**config.mk**
```make
export PLATFORM = sky130hd
export DESIGN_NAME = echo_decoder
export DESIGN_NICKNAME = d
export VERILOG_FILES = /design/src/rtl/echo_pkg.sv /design/src/rtl/echo_decoder_rx_edge_detect.sv /design/src/rtl/echo_decoder.sv
export SDC_FILE = /design/constraint.sdc
export NUM_CORES = 1
export LEC_CHECK = 0
export CORE_MARGIN = 3
export CORE_UTILIZATION = 50
export CTS_BUF_LIST = sky130_fd_sc_hd__clkbuf_8 sky130_fd_sc_hd__clkbuf_16
export DETAILED_ROUTE_END_ITERATION = 7
export PLACE_DENSITY = 0.72
export SETUP_SLACK_MARGIN = 0.4
export SYNTH_ARGS = -nofsm -noshare
export SYNTH_HDL_FRONTEND = slang
export SYNTH_HIERARCHICAL = 1
export SYNTH_SLANG_ARGS = --single-unit
export TNS_END_PERCENT = 10
```
**constraint.sdc**
```tcl
create_clock -name clk -period 8 [get_ports clk]
set_input_delay 0.8 -clock clk [delete_from_list [all_inputs] [get_ports clk]]
set_output_delay 0.8 -clock clk [all_outputs]
set_load 0.02 [all_outputs]
```
**src/rtl/echo_pkg.sv**
```systemverilog
// Shared types and widths for the ultrasound echo decoder.
// Latency: n/a (declarations only).
// Backpressure: n/a.
//
// Contents: FSM state enum, width constants and the slot-length helper.
package echo_pkg;

  localparam int PAT_W = 32;  // burst pattern width
  localparam int CNT_W = 32;  // cycle counters / time-of-flight
  localparam int HP_W  = 16;  // half_period / pulse_len / edge counter

  typedef enum logic [2:0] {
    IDLE   = 3'd0,
    BLANK  = 3'd1,
    SEEK   = 3'd2,
    DECODE = 3'd3,
    DONE   = 3'd4
  } state_t;

  // Bit-slot length in clock cycles: 2*(half_period+1)*(pulse_len+1),
  // truncated to CNT_W bits (wraps silently on overflow).
  function automatic logic [CNT_W-1:0] slot_len(input logic [HP_W-1:0] half_period,
                                                input logic [HP_W-1:0] pulse_len);
    logic [CNT_W-1:0] hp_cycles;
    logic [CNT_W-1:0] periods;
    logic [CNT_W-1:0] prod;
    hp_cycles = {{(CNT_W-HP_W){1'b0}}, half_period} + CNT_W'(1);
    periods   = {{(CNT_W-HP_W){1'b0}}, pulse_len} + CNT_W'(1);
    prod      = hp_cycles * periods;
    return prod << 1;
  endfunction

endpackage

```
**src/rtl/echo_decoder_rx_edge_detect.sv**
```systemverilog
// Receive front end: 2-flop synchronizer, optional majority filter, rising-edge pulse.
// Latency: pin sampled at clock N -> rise high in cycle N+2 (N+4 with the filter).
// Backpressure: none; free-running sampler.
//
// Ports: clk, rst (sync, active-high), rx_in (async comparator output),
//        rise (one-cycle pulse on a 0->1 transition of the conditioned level).
// Build option ECHO_DECODER_GLITCH_FILTER_EN inserts a registered 3-sample
// majority vote after the synchronizer; isolated 1-cycle glitches never reach
// the edge detector.
module rx_edge_detect (
  input  logic clk,
  input  logic rst,
  input  logic rx_in,
  output logic rise
);

  logic sync1;
  logic sync2;
  logic lvl;
  logic lvl_prev;

  always_ff @(posedge clk) begin
    if (rst) begin
      sync1 <= 1'b0;
      sync2 <= 1'b0;
    end else begin
      sync1 <= rx_in;
      sync2 <= sync1;
    end
  end

`ifdef ECHO_DECODER_GLITCH_FILTER_EN
  logic hist1;
  logic hist2;
  logic filt;

  // Vote over the current and two previous synchronized samples; a clean
  // edge needs two agreeing samples, which costs exactly two extra cycles
  // (one to accumulate the second sample, one for the output register).
  always_ff @(posedge clk) begin
    if (rst) begin
      hist1 <= 1'b0;
      hist2 <= 1'b0;
      filt  <= 1'b0;
    end else begin
      hist1 <= sync2;
      hist2 <= hist1;
      filt  <= (sync2 & hist1) | (sync2 & hist2) | (hist1 & hist2);
    end
  end

  assign lvl = filt;
`else
  assign lvl = sync2;
`endif

  always_ff @(posedge clk) begin
    if (rst) begin
      lvl_prev <= 1'b0;
    end else begin
      lvl_prev <= lvl;
    end
  end

  assign rise = lvl & ~lvl_prev;

endmodule

```
**src/rtl/echo_decoder.sv**
```systemverilog
// Echo decoder: aligns to the first carrier edge after tx_start, demodulates a
//   32-slot OOK burst, reports pattern/match/time-of-flight or no_echo.
// Latency: rx_valid in cycle E+32*L (E = accepted edge cycle, L = slot length).
// Backpressure: none; results are pulses plus held registers.
//
// Ports: clk, rst (sync, active-high), enable, tx_start, rx_in,
//        pattern/tx_period/half_period/pulse_len (captured on tx_start),
//        rx_pattern, rx_valid, match, tof, no_echo, busy.
// Build option ECHO_DECODER_GLITCH_FILTER_EN: see rx_edge_detect (adds 2 cycles to E).
module echo_decoder
  import echo_pkg::*;
#(
  parameter int BLANK_CYCLES = 64
) (
  input  logic             clk,
  input  logic             rst,
  input  logic             enable,
  input  logic             tx_start,
  input  logic             rx_in,
  input  logic [PAT_W-1:0] pattern,
  input  logic [CNT_W-1:0] tx_period,
  input  logic [HP_W-1:0]  half_period,
  input  logic [HP_W-1:0]  pulse_len,
  output logic [PAT_W-1:0] rx_pattern,
  output logic             rx_valid,
  output logic             match,
  output logic [CNT_W-1:0] tof,
  output logic             no_echo,
  output logic             busy
);

  localparam logic [CNT_W:0] BLANK_LAST = (CNT_W+1)'(BLANK_CYCLES);

  state_t           state;
  state_t           state_nxt;

  // Measurement parameters captured on tx_start.
  logic [PAT_W-1:0] pattern_q;
  logic [CNT_W-1:0] period_q;
  logic [CNT_W-1:0] slot_len_q;
  logic [HP_W-1:0]  pulse_len_q;

  // One bit wider than tx_period so the "window expired" compare cannot wrap.
  logic [CNT_W:0]   elapsed;

  logic [CNT_W-1:0] slot_cnt;
  logic [HP_W-1:0]  edge_cnt;
  logic [4:0]       bit_idx;
  logic [PAT_W-1:0] shift_q;
  logic [CNT_W-1:0] tof_int;

  // Held results of the last completed measurement.
  logic [PAT_W-1:0] res_pattern;
  logic [CNT_W-1:0] res_tof;
  logic             res_match;

  logic             rise;
  logic             restart;
  logic             in_window;
  logic             slot_end;
  logic [HP_W-1:0]  edge_cnt_inc;
  logic [HP_W:0]    twice_cnt;
  logic [HP_W:0]    thresh;
  logic             bit_val;
  logic             go_decode;
  logic             decode_run;
  logic             commit;

  rx_edge_detect u_edge (
    .clk   (clk),
    .rst   (rst),
    .rx_in (rx_in),
    .rise  (rise)
  );

  assign restart   = enable & tx_start;
  assign in_window = (elapsed <= {1'b0, period_q});
  assign slot_end  = (slot_cnt == slot_len_q - CNT_W'(1));

  // Edge count for the current cycle, including an edge arriving right now.
  assign edge_cnt_inc = (rise && (edge_cnt != {HP_W{1'b1}})) ? edge_cnt + 1'b1 : edge_cnt;

  // Majority of carrier periods in the slot produced an edge:
  // 2*edge_cnt >= pulse_len+1, evaluated 17 bits wide.
  assign twice_cnt = {edge_cnt_inc, 1'b0};
  assign thresh    = {1'b0, pulse_len_q} + 1'b1;
  assign bit_val   = (twice_cnt >= thresh);

  // Next-state logic. Disable wins, then a restart, then normal progress.
  always_comb begin
    state_nxt = state;
    if (!enable) begin
      state_nxt = IDLE;
    end else if (tx_start) begin
      state_nxt = BLANK;
    end else begin
      case (state)
        IDLE:    state_nxt = IDLE;
        BLANK:   if (elapsed >= BLANK_LAST) state_nxt = SEEK;
        SEEK: begin
          if (!in_window) begin
            state_nxt = IDLE;
          end else if (rise) begin
            state_nxt = DECODE;
          end
        end
        DECODE:  if (slot_end && (bit_idx == 5'd0)) state_nxt = DONE;
        DONE:    state_nxt = IDLE;
        default: state_nxt = IDLE;
      endcase
    end
  end

  assign go_decode  = (state == SEEK) && (state_nxt == DECODE);
  assign decode_run = (state == DECODE) && enable && !tx_start;

  // A DONE cycle that coincides with a restart (or with disable) belongs to an
  // abandoned measurement: it neither pulses rx_valid nor touches the results.
  assign commit = (state == DONE) && enable && !tx_start;

  // Results are presented in the DONE cycle itself, then held in res_*.
  assign rx_valid   = commit;
  assign rx_pattern = commit ? shift_q : res_pattern;
  assign match      = commit ? (shift_q == pattern_q) : res_match;
  assign tof        = commit ? tof_int : res_tof;
  assign no_echo    = (state == SEEK) && !in_window && enable && !tx_start;
  assign busy       = (state != IDLE);

  always_ff @(posedge clk) begin
    if (rst) begin
      state       <= IDLE;
      pattern_q   <= '0;
      period_q    <= '0;
      slot_len_q  <= '0;
      pulse_len_q <= '0;
      elapsed     <= '0;
      slot_cnt    <= '0;
      edge_cnt    <= '0;
      bit_idx     <= '0;
      shift_q     <= '0;
      tof_int     <= '0;
      res_pattern <= '0;
      res_tof     <= '0;
      res_match   <= 1'b0;
    end else begin
      state <= state_nxt;

      // elapsed == k in the k-th cycle after the tx_start cycle S,
      // so a capture in cycle E stores E-S directly.
      if (restart) begin
        pattern_q   <= pattern;
        period_q    <= tx_period;
        slot_len_q  <= slot_len(half_period, pulse_len);
        pulse_len_q <= pulse_len;
        elapsed     <= (CNT_W+1)'(1);
      end else if ((state == BLANK) || (state == SEEK)) begin
        elapsed <= elapsed + 1'b1;
      end

      if (go_decode) begin
        tof_int  <= elapsed[CNT_W-1:0];
        edge_cnt <= HP_W'(1);
        bit_idx  <= 5'd31;
        // The edge cycle E is position 0 of the first slot, so the next
        // cycle is position 1 and every slot spans exactly L cycles.
        slot_cnt <= CNT_W'(1);
      end else if (decode_run) begin
        if (slot_end) begin
          shift_q  <= {shift_q[PAT_W-2:0], bit_val};
          edge_cnt <= '0;
          slot_cnt <= '0;
          bit_idx  <= bit_idx - 1'b1;
        end else begin
          edge_cnt <= edge_cnt_inc;
          slot_cnt <= slot_cnt + 1'b1;
        end
      end

      if (commit) begin
        res_pattern <= shift_q;
        res_tof     <= tof_int;
        res_match   <= (shift_q == pattern_q);
      end
    end
  end

endmodule

```
# Word level (Yosys, flattened, before mapping)

Index checks and enable logic that the tools add are counted.

Register bits: 332
Output and inout bits: 68
Logic and storage cells: 88

$add $sub $neg: 8
$mul: 1
Order comparisons: 3
Equal/unequal tests: 8
Mux-type cells: 22
Bitwise operators: 4
Reduce and logical (&&, ||, !) cells: 22

Operators by type and width:

| kind                  | count |
|---|---|
| $mux 32               | 3 |
| $eq 32x32->1          | 2 |
| $add 16x1->17 const B | 3 |
| $add 33x1->33 const B | 1 |
| $ge 33x7->1 const B   | 1 |
| $le 33x32->1          | 1 |
| $add 32x1->32 const B | 1 |
| $mux 16               | 2 |
| $sub 32x1->32 const B | 1 |
| $mul 17x17->31        | 1 |
| $mux 3                | 6 |
| $ge 17x17->1          | 1 |
| $add 16x1->16 const B | 1 |
| $ne 16x16->1 const B  | 1 |
| $mux 5                | 3 |
| $logic_and 1x1->1     | 10 |
| $eq 3x2->1 const B    | 3 |
| $pmux 3 s3            | 1 |
| $mux 1                | 7 |
| $reduce_bool 2->1     | 3 |
| $logic_not 5->1       | 1 |
| $sub 5x1->5 const B   | 1 |
| $reduce_or 2->1       | 2 |
| $eq 3x1->1 const B    | 1 |
| 8 further kinds       | 11 |

# Longest topological paths before layout

Depth in word-level cells: 11
Gate-level depth with buffers: 30
Gate-level depth less buffers: 29

# Cells and area by module

Netlist, hierarchy kept.

Modules (own cells, without submodules):

| module         | instances | cells each | area an instance (um^2) | seq. area each (um^2) |
|---|---|---|---|---|
| echo_decoder   | 1         | 3141       | 25426.9                 | 6586.3 |
| rx_edge_detect | 1         | 7          | 87.6                    | 60.1 |

# Least setup slack after synthesis

Ideal clock, no wire load.

Kind: input port to flip-flop
Start: in pulse_len[2]
End: reg slot_len_q[31]
Arrival: 7803 ps
Data required time: 7884 ps
Path slack: 81 ps
Stages: 25
Cell sequence: clkbuf_1 -> nand3_1 -> nor2_1 -> nand2_1 -> nor3_1 -> xor2_1 -> nand2_1 -> fa_1 -> inv_1 -> fa_1 -> fa_1 -> fa_1 -> fa_1 -> inv_1 -> fa_1 -> inv_1 -> ha_1 -> a21o_1 -> a21o_1 -> a211oi_1 -> a21boi_0 -> o21a_1 -> a21oi_1 -> or4_1 -> a41o_1

Cells in the longest elaborated chain, start to end: 2

Ends and longest elaborated chain:

| what                   | RTL line            | source |
|---|---|---|
| start: declaration     | echo_decoder.sv:23  | `input logic [HP_W-1:0] pulse_len,` |
| $add 16x1->17          | echo_pkg.sv:28      | `periods = {{(CNT_W-HP_W){1'b0}}, pulse_len} + CNT_W'(1);` |
| $mul 17x17->31         | echo_pkg.sv:29      | `prod = hp_cycles * periods;` |
| end signal: assignment | echo_decoder.sv:153 | `slot_len_q <= slot_len(half_period, pulse_len);` |
| end: declaration       | echo_decoder.sv:40  | `logic [CNT_W-1:0] slot_len_q;` |

No other way between the ends.
A chain may end at the register's enable or synchronous reset.

# Worst setup path in the final report

Start: in pulse_len[1]
End: reg slot_len_q[31]

Same word-level chain as after synthesis.

==> summary.txt <==
Synthesis
  – Async SR Flop Fraction: 0
  – Post-Syn Area: 25500 µm²
  – FF+latch count, synth: 332
  – Cell variety after synth: 77
  – Sequential area share after synthesis: 0.260
  – Area contributors post-synth: dfxtp_1, fa_1, nand2_1, ha_1, inv_1
  – Count of flip-flops with a built-in enable after synthesis: 0
  – Cell taking the most area after synthesis: dfxtp_1
  – Synth Area per Inst: 8.10 µm²
  – Top-area cell type share of the netlist area: 0.260
  – Most numerous cell in the Yosys netlist: nand2_1
  – Post-Syn Instances: 3148
  – Syn Nets: 3619
  – Top cells by instance count after synthesis: nand2_1, inv_1, dfxtp_1, nor2_1, fa_1
  – Synthesis Warnings: 6
  – Post-synth top flop: dfxtp_1

STA
  – Slew HR: 0.173
  – Final hold vios: 0
  – Total Neg Setup Slack: 0 ns
  – Final period util: 0.924
  – Worst Skew: 0.0277 ns
  – Period minus WS final: 7.40 ns
  – RSZ-0062 raised after global routing: true
  – Worst slew pin tran: 1.24 ns
  – Finish-stage setup viols: 0
  – Max-slew violation count: 0
  – Final hold slack: 0.458 ns
  – Fmax: 0.135 GHz

Clock tree
  – Clock buffer depth: 3
  – # clock sinks: 332
  – Reg clk slew, reported paths: 0.06 ns
  – CTS tree: done
  – Inserted Clock Buffers: 35
  – Post-CTS Hold Fix Bufs: 0
  – Clk root buf: clkbuf_16
  – H-tree Lvls: 2
  – Clk Latency, worst-skew pair: 0.54 ns

Final layout
  – Register area: 6650 µm²
  – Multi-input logic area: 17300 µm²
  – Fillcell total: 4473
  – Final net count: 3836
  – Non-filler cells, final: 4063
  – Post-route cell area: 30100 µm²
  – Layout cells sized above 1: 0.0814
  – Area Growth Syn to Fin: 18.1%
  – # diodes: 0

Power and ir drop
  – Pwr per Cell Area: 333 nW/µm²
  – Pleak: 13.4 nW
  – VDD IR-drop max: 0.527 mV
  – Overall power: 10.0 mW

Die
  – Core area: 50300 µm²
  – I/O pin count: 169
  – # rows: 82
  – DIE AREA: 53800 µm²
  – Die H: 232 µm
  – DIE WIDTH: 232 µm
  – Initial Util: 0.508

Routing
  – Vias: 22100
  – Drc violations: 0
  – DRT iter0 DRCs: 1504
  – Remaining antenna violation count after routing: 0
  – Final WL: 71100 µm
  – DR vias/cell: 5.44
  – Pre-Repair DR Iteration Count: 5
  – Avg WL per Cell: 17.5 µm

Run
  – Max-cap violations: 0

GRT
  – Total track usage: 0.262
  – Grt ovf: 0
  – Initial antenna violation count: 0
  – Vias in the first global route: 22300
  – Largest net degree at the start of global routing: 107
  – First-pass GRT wire length: 115000 µm

Worst setup path
  – CP endpoint kind: flop
  – WP data arrival: 7.81 ns
  – Crit-path max FO: 6
  – CP Class: primary input to flop
  – CP startpoint kind: primary input
  – Worst EP required: 8.41 ns

Placed design
  – Port Buffers: 168
  – Placed Cells: 3982
  – HPWL Detailed: 55300 µm
  – Post-Place Cell Area: 28600 µm²
  – Final Wtd Congestion: 1.01

Outcome
  – Status: finished clean

Worst hold path
  – HP Class: flop to flop
-- power by group --
part / switching, mW / internal (mW)
clock: 0.673 / 0.936
combinational: 3.53 / 3.10
sequential: 0.0768 / 1.72
total: 4.28 / 5.75
-- critical path, cell delays in order --
cell and delay (ns):
clkdlybuf4s50_1 0.52, ha_1 0.20, nand3_2 0.16, nor2_4 0.14
nand3_2 0.15, xnor2_4 0.29, buf_4 0.20, nand2_1 0.08
fa_1 0.54, inv_1 0.06, fa_1 0.43, fa_1 0.61
fa_1 0.45, fa_1 0.54, inv_1 0.05, fa_1 0.53
inv_1 0.04, ha_1 0.21, and2_1 0.20, nor2b_1 0.15
a211oi_2 0.22, a21boi_4 0.23, o21a_1 0.18, a21oi_1 0.09
or4_1 0.47, a41o_1 0.24
-- final timing paths --
check                startpoint              to  slack (ns)  depth (start not counted)
hold reg to reg    period_q[19]    period_q[19]        0.46                          2
hold / removal     period_q[19]    period_q[19]        0.46                          2
setup reg to reg  slot_len_q[1]    slot_cnt[12]        3.71                         11
setup / recovery   pulse_len[1]  slot_len_q[31]        0.60                         26
-- metrics by stage --
step                utilization  setup WS (ns)
finish                    0.599          0.604
global route              0.599          0.334
CTS                       0.591          0.454
detailed placement        0.569         -0.125
global placement          0.569         0.0752
floorplan                     -          0.450
-- cell families after synthesis --
logic type,after synthesis,share of synthesized area
AND/OR/NAND/NOR,1352,0.240
buffers and inverters,492,0.0740
adder cells (fa/ha/maj),370,0.247
flip-flops,332,0.260
AO/OA/AOI/OAI,307,0.0735
XOR/XNOR,230,0.0795
multiplexers,65,0.0255
-- metal layers --
metal / GRT usage / share of wire / vias up
met1: 0.347 / 0.43 / 10800
met4: 0.0837 / 0.034 / 0
li1: - / - / 10500
met5: 0 / 0 / -
met3: 0.0391 / 0.056 / 154
met2: 0.442 / 0.48 / 654
-- layout make-up --
| class | instances | share of cell area |
|---|---|---|
| multi-input cells | 2324 | 0.574 |
| flip-flops and latches | 332 | 0.221 |
| repair buffers | 320 | 0.0954 |
| inverters | 352 | 0.0439 |
| clock buffers | 45 | 0.0340 |
| well taps | 672 | 0.0279 |
| clock inverters | 18 | 0.00407 |
-- state kept, by name, summed over array words and instances (netlist names), 3 cells and up --
name         flops
slot_cnt        32
pattern_q       32
pulse_len_q     16
shift_q         32
period_q        32
state            3
res_pattern     32
edge_cnt        16
bit_idx          5
tof_int         32
res_tof         32
elapsed         33
slot_len_q      31
-- repair_timing --
| action | CTS | global route |
|---|---|---|
| hold endpoints to repair | 0 | 0 |
| resized for setup | 1 | 54 |
| setup buffers | 0 | 18 |
| endpoints found under the setup margin | 1 | 11 |
| pin swaps | 0 | 28 |
-- layout by cell type, fill, tap and decap left out, types with 22 or more instances in the layout --
cell type          n
xnor2_1           99
clkdlybuf4s50_1  166
o21ai_0           35
nand2_1          631
and3_1            22
buf_4            146
a21oi_1          155
fa_1             220
mux2i_1           65
clkbuf_16         36
nand2b_1          26
nand3_1           78
xor2_1           121
nor2_1           292
inv_1            358
ha_1             144
nor3_1            31
nand4_1           38
dfxtp_1          332
nor4_1            28
and2_1            92
(Power assumes the default switching activity.)
